### src/rtl/adc_sample_capture.sv
// -----------------------------------------------------------------------------
// adc_sample_capture
//
// Runs one serial read of an external 12-bit ADC for every sample-rate tick.
// A frame is chip-select low, WORD_LENGTH SCLK periods (low half then high
// half, CLOCK_DIVIDE clocks each), then chip-select high. The last
// SAMPLE_BITS bits of the frame are pushed into a small FIFO and offered
// downstream on a valid/ready handshake.
//
// The tick is registered once before the FSM sees it. Chip select, SCLK,
// busy, valid and sample are registered from next-state values, so each one
// changes on the same edge as the state it reflects. With tick_i sampled at
// edge k, chip select falls at k+1, STORE is entered at k+34D+1 and valid_o
// rises at k+34D+2.
//
// Ports:
//   clock_i      in   system clock, rising edge
//   reset_ni     in   asynchronous active-low reset
//   enable_i     in   block enable; low aborts the frame, flushes the FIFO
//                     and clears overrun on the next edge
//   tick_i       in   one-cycle sample request
//   adc_sdata_i  in   ADC serial data, MSB first
//   adc_cs_no    out  ADC chip select, active low
//   adc_sclk_o   out  ADC serial clock, idles high
//   sample_o     out  FIFO head sample
//   valid_o      out  FIFO not empty
//   ready_i      in   downstream takes sample_o this cycle
//   busy_o       out  FSM not idle
//   overrun_o    out  sticky: tick while busy, or sample dropped on full FIFO
//
// FIFO_DEPTH must be a power of two and at least 2.
// -----------------------------------------------------------------------------
module adc_sample_capture #(
  parameter int WORD_LENGTH  = 16,
  parameter int SAMPLE_BITS  = 12,
  parameter int CLOCK_DIVIDE = 4,
  parameter int FIFO_DEPTH   = 4
) (
  input  logic                   clock_i,
  input  logic                   reset_ni,
  input  logic                   enable_i,
  input  logic                   tick_i,
  input  logic                   adc_sdata_i,
  output logic                   adc_cs_no,
  output logic                   adc_sclk_o,
  output logic [SAMPLE_BITS-1:0] sample_o,
  output logic                   valid_o,
  input  logic                   ready_i,
  output logic                   busy_o,
  output logic                   overrun_o
);

  localparam int PTR_W = $clog2(FIFO_DEPTH);
  localparam int CNT_W = PTR_W + 1;
  localparam int DIV_W = $clog2(2 * CLOCK_DIVIDE + 1);
  localparam int BIT_W = $clog2(WORD_LENGTH + 1);

  localparam logic [DIV_W-1:0] HALF_LAST   = DIV_W'(CLOCK_DIVIDE - 1);
  localparam logic [DIV_W-1:0] HALF        = DIV_W'(CLOCK_DIVIDE);
  localparam logic [DIV_W-1:0] PERIOD_LAST = DIV_W'(2 * CLOCK_DIVIDE - 1);
  localparam logic [BIT_W-1:0] BIT_LAST    = BIT_W'(WORD_LENGTH - 1);
  localparam logic [CNT_W-1:0] FULL_COUNT  = CNT_W'(FIFO_DEPTH);

  typedef enum logic [2:0] {
    ST_IDLE     = 3'd0,
    ST_SELECT   = 3'd1,
    ST_SHIFT    = 3'd2,
    ST_DESELECT = 3'd3,
    ST_STORE    = 3'd4
  } state_t;

  state_t                 state_q, state_d;
  logic                   tick_q, tick_d;
  logic [DIV_W-1:0]       div_q, div_d;
  logic [BIT_W-1:0]       bit_q, bit_d;
  logic [WORD_LENGTH-1:0] shift_q, shift_d;
  logic                   cs_q, cs_d;
  logic                   sclk_q, sclk_d;
  logic                   busy_q, busy_d;
  logic                   overrun_q, overrun_d;
  logic                   valid_q, valid_d;
  logic [SAMPLE_BITS-1:0] sample_q, sample_d;
  logic [SAMPLE_BITS-1:0] mem_q [FIFO_DEPTH];
  logic [SAMPLE_BITS-1:0] mem_d [FIFO_DEPTH];
  logic [PTR_W-1:0]       wr_ptr_q, wr_ptr_d;
  logic [PTR_W-1:0]       rd_ptr_q, rd_ptr_d;
  logic [CNT_W-1:0]       count_q, count_d;

  logic push_req_s;
  logic push_s;
  logic pop_s;
  logic full_s;

  // The leading frame bits are shifted out of the top and never looked at.
  logic unused_s;
  assign unused_s = shift_q[WORD_LENGTH-1];

  // Register the request; a disabled block never sees a tick.
  always_comb begin
    tick_d = tick_i & enable_i;
  end

  // Frame sequencer: next state, half-period / bit counters and shift register.
  always_comb begin
    state_d = state_q;
    div_d   = div_q;
    bit_d   = bit_q;
    shift_d = shift_q;
    if (!enable_i) begin
      state_d = ST_IDLE;
      div_d   = '0;
      bit_d   = '0;
      shift_d = '0;
    end else begin
      case (state_q)
        ST_IDLE: begin
          if (tick_q) begin
            state_d = ST_SELECT;
            div_d   = '0;
          end else begin
            state_d = ST_IDLE;
          end
        end
        ST_SELECT: begin
          if (div_q == HALF_LAST) begin
            state_d = ST_SHIFT;
            div_d   = '0;
            bit_d   = '0;
          end else begin
            div_d = div_q + DIV_W'(1);
          end
        end
        ST_SHIFT: begin
          // This is the edge on which the registered SCLK goes 0->1.
          if (div_q == HALF_LAST) begin
            shift_d = {shift_q[WORD_LENGTH-2:0], adc_sdata_i};
          end else begin
            shift_d = shift_q;
          end
          if (div_q == PERIOD_LAST) begin
            div_d = '0;
            if (bit_q == BIT_LAST) begin
              state_d = ST_DESELECT;
            end else begin
              bit_d = bit_q + BIT_W'(1);
            end
          end else begin
            div_d = div_q + DIV_W'(1);
          end
        end
        ST_DESELECT: begin
          if (div_q == HALF_LAST) begin
            state_d = ST_STORE;
            div_d   = '0;
          end else begin
            div_d = div_q + DIV_W'(1);
          end
        end
        ST_STORE: begin
          state_d = ST_IDLE;
        end
        default: begin
          state_d = ST_IDLE;
        end
      endcase
    end
  end

  // Pin decode from the next state so the pins move with the state register.
  always_comb begin
    cs_d   = 1'b1;
    sclk_d = 1'b1;
    busy_d = (state_d != ST_IDLE);
    case (state_d)
      ST_SELECT, ST_DESELECT: begin
        cs_d = 1'b0;
      end
      ST_SHIFT: begin
        cs_d   = 1'b0;
        sclk_d = (div_d >= HALF);
      end
      default: begin
        cs_d   = 1'b1;
        sclk_d = 1'b1;
      end
    endcase
  end

  assign push_req_s = (state_q == ST_STORE);
  assign pop_s      = valid_q & ready_i;
  assign full_s     = (count_q == FULL_COUNT);
  // A pop in the same cycle frees the slot, so a full FIFO still accepts.
  assign push_s     = push_req_s & (~full_s | pop_s);

  // Sample FIFO, overrun flag and the registered head/valid outputs.
  always_comb begin
    mem_d     = mem_q;
    wr_ptr_d  = wr_ptr_q;
    rd_ptr_d  = rd_ptr_q;
    count_d   = count_q;
    overrun_d = overrun_q;
    if (!enable_i) begin
      wr_ptr_d  = '0;
      rd_ptr_d  = '0;
      count_d   = '0;
      overrun_d = 1'b0;
    end else begin
      if (push_s) begin
        mem_d[wr_ptr_q] = shift_q[SAMPLE_BITS-1:0];
        wr_ptr_d        = wr_ptr_q + PTR_W'(1);
      end else begin
        wr_ptr_d = wr_ptr_q;
      end
      if (pop_s) begin
        rd_ptr_d = rd_ptr_q + PTR_W'(1);
      end else begin
        rd_ptr_d = rd_ptr_q;
      end
      case ({push_s, pop_s})
        2'b10:   count_d = count_q + CNT_W'(1);
        2'b01:   count_d = count_q - CNT_W'(1);
        default: count_d = count_q;
      endcase
      if ((push_req_s & ~push_s) | (tick_q & (state_q != ST_IDLE))) begin
        overrun_d = 1'b1;
      end else begin
        overrun_d = overrun_q;
      end
    end
    valid_d = (count_d != '0);
    if (valid_d) begin
      sample_d = mem_d[rd_ptr_d];
    end else begin
      sample_d = '0;
    end
  end

  // State and output registers.
  always_ff @(posedge clock_i or negedge reset_ni) begin
    if (!reset_ni) begin
      state_q   <= ST_IDLE;
      tick_q    <= 1'b0;
      div_q     <= '0;
      bit_q     <= '0;
      shift_q   <= '0;
      cs_q      <= 1'b1;
      sclk_q    <= 1'b1;
      busy_q    <= 1'b0;
      overrun_q <= 1'b0;
      valid_q   <= 1'b0;
      sample_q  <= '0;
      wr_ptr_q  <= '0;
      rd_ptr_q  <= '0;
      count_q   <= '0;
      for (int i = 0; i < FIFO_DEPTH; i++) begin
        mem_q[i] <= '0;
      end
    end else begin
      state_q   <= state_d;
      tick_q    <= tick_d;
      div_q     <= div_d;
      bit_q     <= bit_d;
      shift_q   <= shift_d;
      cs_q      <= cs_d;
      sclk_q    <= sclk_d;
      busy_q    <= busy_d;
      overrun_q <= overrun_d;
      valid_q   <= valid_d;
      sample_q  <= sample_d;
      wr_ptr_q  <= wr_ptr_d;
      rd_ptr_q  <= rd_ptr_d;
      count_q   <= count_d;
      for (int i = 0; i < FIFO_DEPTH; i++) begin
        mem_q[i] <= mem_d[i];
      end
    end
  end

  assign adc_cs_no  = cs_q;
  assign adc_sclk_o = sclk_q;
  assign busy_o     = busy_q;
  assign overrun_o  = overrun_q;
  assign valid_o    = valid_q;
  assign sample_o   = sample_q;

endmodule

### config.mk
export PLATFORM = sky130hd
export DESIGN_NAME = adc_sample_capture
export DESIGN_NICKNAME = d
export VERILOG_FILES = /design/src/rtl/adc_sample_capture.sv
export SDC_FILE = /design/constraint.sdc
export NUM_CORES = 1
export LEC_CHECK = 0
export CAP_MARGIN = 20
export CORE_MARGIN = 4
export CORE_UTILIZATION = 50
export CTS_CLUSTER_SIZE = 30
export DETAILED_ROUTE_END_ITERATION = 7
export PLACE_DENSITY_LB_ADDON = 0.12
export SLEW_MARGIN = 20
export SYNTH_ARGS = -nofsm -noshare
export SYNTH_HDL_FRONTEND = slang
export SYNTH_SLANG_ARGS = --single-unit
### constraint.sdc
create_clock -name clock_i -period 3.3 [get_ports clock_i]
set_input_delay 0.33 -clock clock_i [delete_from_list [all_inputs] [get_ports clock_i]]
set_output_delay 0.33 -clock clock_i [all_outputs]
set_load 0.05 [all_outputs]
# After elaboration in Yosys (flattened, before gate mapping)
# Index checks and enable logic that the tools add are counted.
# Widths: inputs -> output; s select.
dict set report word_totals {
  regBits 97
  output_inout_bits 17
  wordCells 108
}
dict set report op_classes {
  add_sub_neg 6
  magnitude_cmp 4
  n_eq_ne 21
  n_mux 39
  n_bitwise 11
  n_reduce_logical 9
}
# operator n
set op_table {}
lappend op_table {{$mux 48} 2}
lappend op_table {{$mux 12} 7}
lappend op_table {{$bwmux 48} 1}
lappend op_table {{$bmux 12 s2} 1}
lappend op_table {{$demux 12 s2} 1}
lappend op_table {{$mux 5} 4}
lappend op_table {{$mux 3} 6}
lappend op_table {{$mux 4} 4}
lappend op_table {{$eq 3x2->1 const B} 4}
lappend op_table {{$pmux 3 s4} 1}
lappend op_table {{$pmux 4 s3} 1}
lappend op_table {{$pmux 5 s2} 1}
lappend op_table {{$ne 3x3->1 const B} 3}
lappend op_table {{$reduce_bool 3->1} 3}
lappend op_table {{$mux 2} 4}
lappend op_table {{$ne 2x1->1 const B} 4}
lappend op_table {{$eq 3x1->1 const B} 2}
lappend op_table {{$eq 3x3->1 const B} 2}
lappend op_table {{$ge 3x3->1 const B} 2}
lappend op_table {{$not 2->3} 2}
lappend op_table {{$pmux 3 s2} 1}
lappend op_table {{$add 5x1->5 const B} 1}
lappend op_table {{$and 1x1->1} 5}
lappend op_table {{$eq 5x4->1 const B} 1}
lappend op_table {{other kinds (20)} 27}

# Logic depth before layout (Yosys ltp)
dict set report depth {
  ltp_word 12
  ltp_mapped 11
  ltp_nobuf 10
}

# Least setup slack after synthesis
# OpenSTA, ideal clock, no wires.
dict set report synth_timing {
  kind {reg-to-reg}
  start {reg valid_q (netlist: valid_o)}
  end {reg sample_q[10] (netlist: sample_o[10])}
  setup_time_ns 0.127
  arrival_time_ns 3.058
  required_ns 3.173
  slack_ns 0.115
  stages_incl_launch_ff 12
  period_less_slack_ns 3.185
  cell_sequence {dfrtp_1 > a211oi_1 > nand2_1 > nand3_1 > ha_1 > fa_1 > or3b_1 > a221oi_4 > a211oi_2 > buf_6 > a22oi_1 > o21ai_1}
}
dict set report synth_via {
  elab_chain_cells 9
  elab_cells_between_ends 17
  cone_classes {eq/ne: 2; mux: 10; bitwise: 4; reduce/logical: 1}
}
# item line
set synth_rtl {}
lappend synth_rtl {{start: declaration} 81} ;# logic valid_q, valid_d;
lappend synth_rtl {{start signal: assignment} 268} ;# valid_q <= valid_d;
lappend synth_rtl {{$and 1x1->1 (*)} 190} ;# assign pop_s = valid_q & ready_i;
lappend synth_rtl {{$or 1x1->1} 193} ;# assign push_s = push_req_s & (~full_s | pop_s);
lappend synth_rtl {{$and 1x1->1} 193}
lappend synth_rtl {{$mux 48} 208} ;# if (push_s) begin
lappend synth_rtl {{$mux 48} 202} ;# if (!enable_i) begin
lappend synth_rtl {{$bmux 12 s2} 232} ;# sample_d = mem_d[rd_ptr_d];
lappend synth_rtl {{$mux 12 (not written as such) (2 in series)} 232}
lappend synth_rtl {{$mux 12 (*)} 231} ;# if (valid_d) begin
lappend synth_rtl {{net sample_d[10]} 82} ;# logic [SAMPLE_BITS-1:0] sample_q, sample_d;
lappend synth_rtl {{end signal: assignment} 269} ;# sample_q <= sample_d;
lappend synth_rtl {{end: declaration} 82}
# Mark *: on every way through the listed nets, which the timed path passes. The rest lies on a longest branch. The select of a mux whose other input is x is not followed.
# A chain may end at the register's enable or synchronous reset.

# Final worst setup path
dict set report layout_timing {
  start {in ready_i}
  end {reg sample_q[8] (netlist: sample_o[8])}
}
dict set report layout_via {
  elab_chain_cells 9
  elab_cells_between_ends 17
  cone_classes {eq/ne: 2; mux: 10; bitwise: 4; reduce/logical: 1}
}
# item line
set layout_rtl {}
lappend layout_rtl {{start: declaration} 48} ;# input logic ready_i,
lappend layout_rtl {{$and 1x1->1 (*)} 190}
lappend layout_rtl {{$or 1x1->1} 193}
lappend layout_rtl {{$and 1x1->1} 193}
lappend layout_rtl {{$mux 48} 208}
lappend layout_rtl {{$mux 48} 202}
lappend layout_rtl {{$bmux 12 s2} 232}
lappend layout_rtl {{$mux 12 (not written as such) (2 in series)} 232}
lappend layout_rtl {{$mux 12 (*)} 231}
lappend layout_rtl {{net sample_d[8]} 82}
# Marks and branches as above.

==> summary.md <==
| Metric | Value |
|---|---|
| Power per cell area | 426 nW/um^2 |
| RSZ-0062 raised after global routing | no |
| Switching Share | 0.205 |
| Drt wl/cell | 17.7 um |
| Static leakage | 0.00252 uW |
| Global route total overflow | 0 |
| Hpwl dp | 6030 um |
| Detailed router's first-iteration violation count | 83 |
| Post-Syn Area | 4460 um^2 |
| Rows | 34 |
| EDFF count, synth | 0 |
| FF-to-FF path depth | 12 |
| Comb power frac | 0.034 |
| Most used DFF post-synth | dfrtp_1 |
| Setup TNS Final | 0 ps |
| Clock Power Share | 0.426 |
| Pre-antenna DRT Iters | 4 |
| Hold Fails Final Rpt | 0 |
| Fin Hold WS | 38.3 ps |
| Filler cells | 727 |
| Final WL | 9120 um |
| Clock Skew | 6.84 ps |
| Vias in the first global route | 2,990 |
| Yosys cell types | 50 |
| Net Count, Synth | 374 |
| Tmin final | 3060 ps |
| Sw Pwr | 455 uW |
| CTS H-tree lvls | 3 |
| Clk_lat worst skew | 360 ps |
| Number of clock sinks | 97 |
| Critical Path AT | 3350 ps |
| Avg Vias per Cell | 5.69 |
| Largest net degree at the start of global routing | 61 |
| CP endpoint kind | flip-flop |
| Clk root buf | clkbuf_8 |
| Relative slew slack | 0.491 |
| FF+latch area | 2430 um^2 |
| Initial antenna violation count | 0 |
| Vias post-DR | 2,925 |
| Status | finished, final reports clean |
| Pint | 1760 uW |
| GRT Util Overall | 0.196 |
| Die Area | 10,500 um^2 |
| Worst-Margin Slew | 763 ps |
| Slew Viols, Final | 0 |
| RD Place Congestion | 0.804 |
| Hold WC Path Type | in2async |
| Drc violations | 0 |
| Clk pin slew, worst setup/hold paths | 90 ps |
| Number of max-cap violations | 0 |
| Sequential power share | 0.540 |
| FF+latch count, synth | 97 |
| Cell Count, Final, Fillers Out | 514 |
| VDD IR max | 269 uV |
| Worst-case clock buffer depth | 2 |
| TritonCTS clock tree | yes |
| Dpl cell area | 4930 um^2 |
| Area of the multi-input gates | 1900 um^2 |
| Hold-fix buffers at CTS | 0 |
| Final Cycle Share | 0.927 |
| Nets@finish | 417 |
| Async SR Flop Fraction | 1.00 |
| Die W | 102 um |
| N_diodes | 0 |
| DIE HEIGHT | 102 um |
| Average footprint of a synthesized cell | 12.4 um^2 |
| Highest clock rate | 327 MHz |
| Cells after Synth | 359 |
| Yosys warnings | 0 |
| Layout cells sized above 1 | 0.286 |
| Layout area overhead | 16.5% |
| Worst EP required | 3590 ps |
| Post-route ant nets | 0 |
| Worst setup path class | in2reg |
| Sequential area share after synthesis | 0.544 |
| Final-report setup violation count | 0 |
| Cts bufs inserted | 9 |
| Inst Count DP | 498 |
| Ports | 23 |
| Initial Utilization | 0.512 |
| Port Buffers | 22 |
| First-pass GRT wire length | 15,500 um |
| Layout Cell Area excl Fill | 5200 um^2 |
| Core ar. | 8720 um^2 |
| R2R Setup Slk | 270 ps |
| Worst Path Max Fanout | 5 |
| CP Launch Type | primary input |
==> repair_timing <==
item	in CTS	in global routing
gates resized for setup	0	2
setup endpoints to repair	0	12
buffers inserted	0	1
==> power groups by stage <==
stage	combinational, uW	clock (uW)	sequential, uW
2_1_floorplan	20.5	0	1230
3_3_place_gp	75.9	0	1220
3_5_place_dp	76.4	0	1220
4_1_cts	76.6	974	1200
5_1_grt	83.7	1010	1200
6_report	74.6	943	1200
==> Yosys cell counts (2+ instances only) <==
| cell type | number | area share |
|---|---|---|
| o22ai_1 | 12 | 0.017 |
| xor2_1 | 3 | 0.0059 |
| o211a_1 | 2 | 0.0045 |
| or3_1 | 3 | 0.0042 |
| nand3b_1 | 2 | 0.0034 |
| a211oi_1 | 2 | 0.0034 |
| buf_2 | 8 | 0.0090 |
| clkbuf_1 | 8 | 0.0067 |
| o211ai_1 | 2 | 0.0034 |
| nand3_1 | 3 | 0.0034 |
| and4bb_2 | 2 | 0.0056 |
| a22oi_2 | 8 | 0.022 |
| or3b_1 | 2 | 0.0039 |
| nor2_1 | 30 | 0.025 |
| nand2b_1 | 2 | 0.0028 |
| or2_2 | 2 | 0.0028 |
| a21oi_1 | 6 | 0.0067 |
| and2_1 | 5 | 0.0070 |
| dfstp_2 | 2 | 0.012 |
| buf_6 | 4 | 0.010 |
| o31ai_1 | 13 | 0.022 |
| a211oi_2 | 3 | 0.0084 |
| dfrtp_1 | 95 | 0.53 |
| mux2_2 | 49 | 0.12 |
| a22oi_1 | 5 | 0.0084 |
| xnor2_1 | 4 | 0.0078 |
| ha_1 | 8 | 0.022 |
| and3_1 | 4 | 0.0056 |
| nor3_1 | 4 | 0.0045 |
| a211o_1 | 2 | 0.0039 |
| mux2i_1 | 16 | 0.036 |
| inv_1 | 8 | 0.0067 |
| o21ai_1 | 12 | 0.013 |
| nand2_1 | 10 | 0.0084 |
| o21ai_0 | 3 | 0.0034 |
==> flip-flops by register name (all words and copies together), names as in the netlist, 2 cells and up <==
signal / flops
mem_q: 48
sample_o: 12
shift_q: 12
bit_q: 5
div_q: 4
count_q: 3
state_q: 3
rd_ptr_q: 2
wr_ptr_q: 2
==> worst paths after layout <==
check | start | to
max reg2reg | count_q[1]$_DFF_PN0_ | sample_o[8]$_DFF_PN0_
max | ready_i | sample_o[8]$_DFF_PN0_
min in group clock_i | mem_q[25]$_DFF_PN0_ | mem_q[25]$_DFF_PN0_
min | reset_ni | count_q[0]$_DFF_PN0_
max in group asynchronous | reset_ni | mem_q[5]$_DFF_PN0_
min reg2reg | mem_q[25]$_DFF_PN0_ | mem_q[25]$_DFF_PN0_
==> final cells by class <==
cell class                      count  area share
Tap cell                          108      0.0260
Clock inverter                      4      0.0190
Timing Repair Buffer               52      0.0876
Clock buffer                       11      0.0291
Inverter                            9     0.00650
Multi-Input combinational cell    233       0.365
Sequential cell                    97       0.467
==> critical path: stages <==
cell	delay [ps]
clkdlybuf4s50_1	490
a211oi_2	80
nand2_1	100
nand3_1	120
ha_1	230
fa_1	380
xnor2_1	200
or3_1	400
buf_4	180
a211oi_2	460
buf_4	240
a22oi_2	70
o21ai_1	70
==> routing by layer <==
layer / up-vias / GRT usage / part of all wire / wire, um
met5: - / 0 / 0 / 0
met4: 0 / 0.0525 / 0.012 / 108
met3: 8 / 0.0505 / 0.037 / 340
met2: 40 / 0.286 / 0.46 / 4210
met1: 1486 / 0.291 / 0.49 / 4460
li1: 1391 / - / - / -
==> layout by cell type, fill, tap and decap left out, drive strengths merged, types with 3 or more instances in the layout <==
| cell | Yosys | routed |
|---|---|---|
| xnor2 | 4 | 4 |
| a21oi | 6 | 6 |
| o31ai | 13 | 13 |
| nor2 | 30 | 30 |
| mux2i | 16 | 16 |
| dfrtp | 95 | 95 |
| ha | 8 | 8 |
| and3 | 4 | 4 |
| nand3 | 3 | 3 |
| and2 | 6 | 6 |
| mux2 | 49 | 49 |
| o21ai | 15 | 15 |
| clkdlybuf4s50 | 0 | 21 |
| or3 | 3 | 3 |
| bufinv | 0 | 3 |
| inv | 8 | 9 |
| xor2 | 3 | 3 |
| nor3 | 5 | 5 |
| a211oi | 5 | 5 |
| clkbuf | 8 | 11 |
| buf | 12 | 31 |
| nand2 | 10 | 10 |
| a22oi | 13 | 13 |
| o22ai | 12 | 12 |
==> metrics by stage <==
stage	setup WS [ps]	total power, uW	utilization
after floorplan	115	1250	-
after global placement	-171	1290	0.565
after detailed placement	-273	1300	0.565
after CTS	89.1	2250	0.594
after global routing	6.61	2290	0.596
final	242	2210	0.596
==> kinds of logic (layout without fill, tap and decap cells) <==
group,after synthesis,count (layout),synth area share
buffers and inverters,29,76,0.0334
XOR/XNOR,7,7,0.0137
AND/OR/NAND/NOR,76,76,0.0908
adder cells (fa/ha/maj),9,9,0.0269
multiplexers,65,65,0.160
flip-flops,97,97,0.544
AO/OA/AOI/OAI,76,76,0.131
No activity file was read; power rests on OpenSTA's default activity.
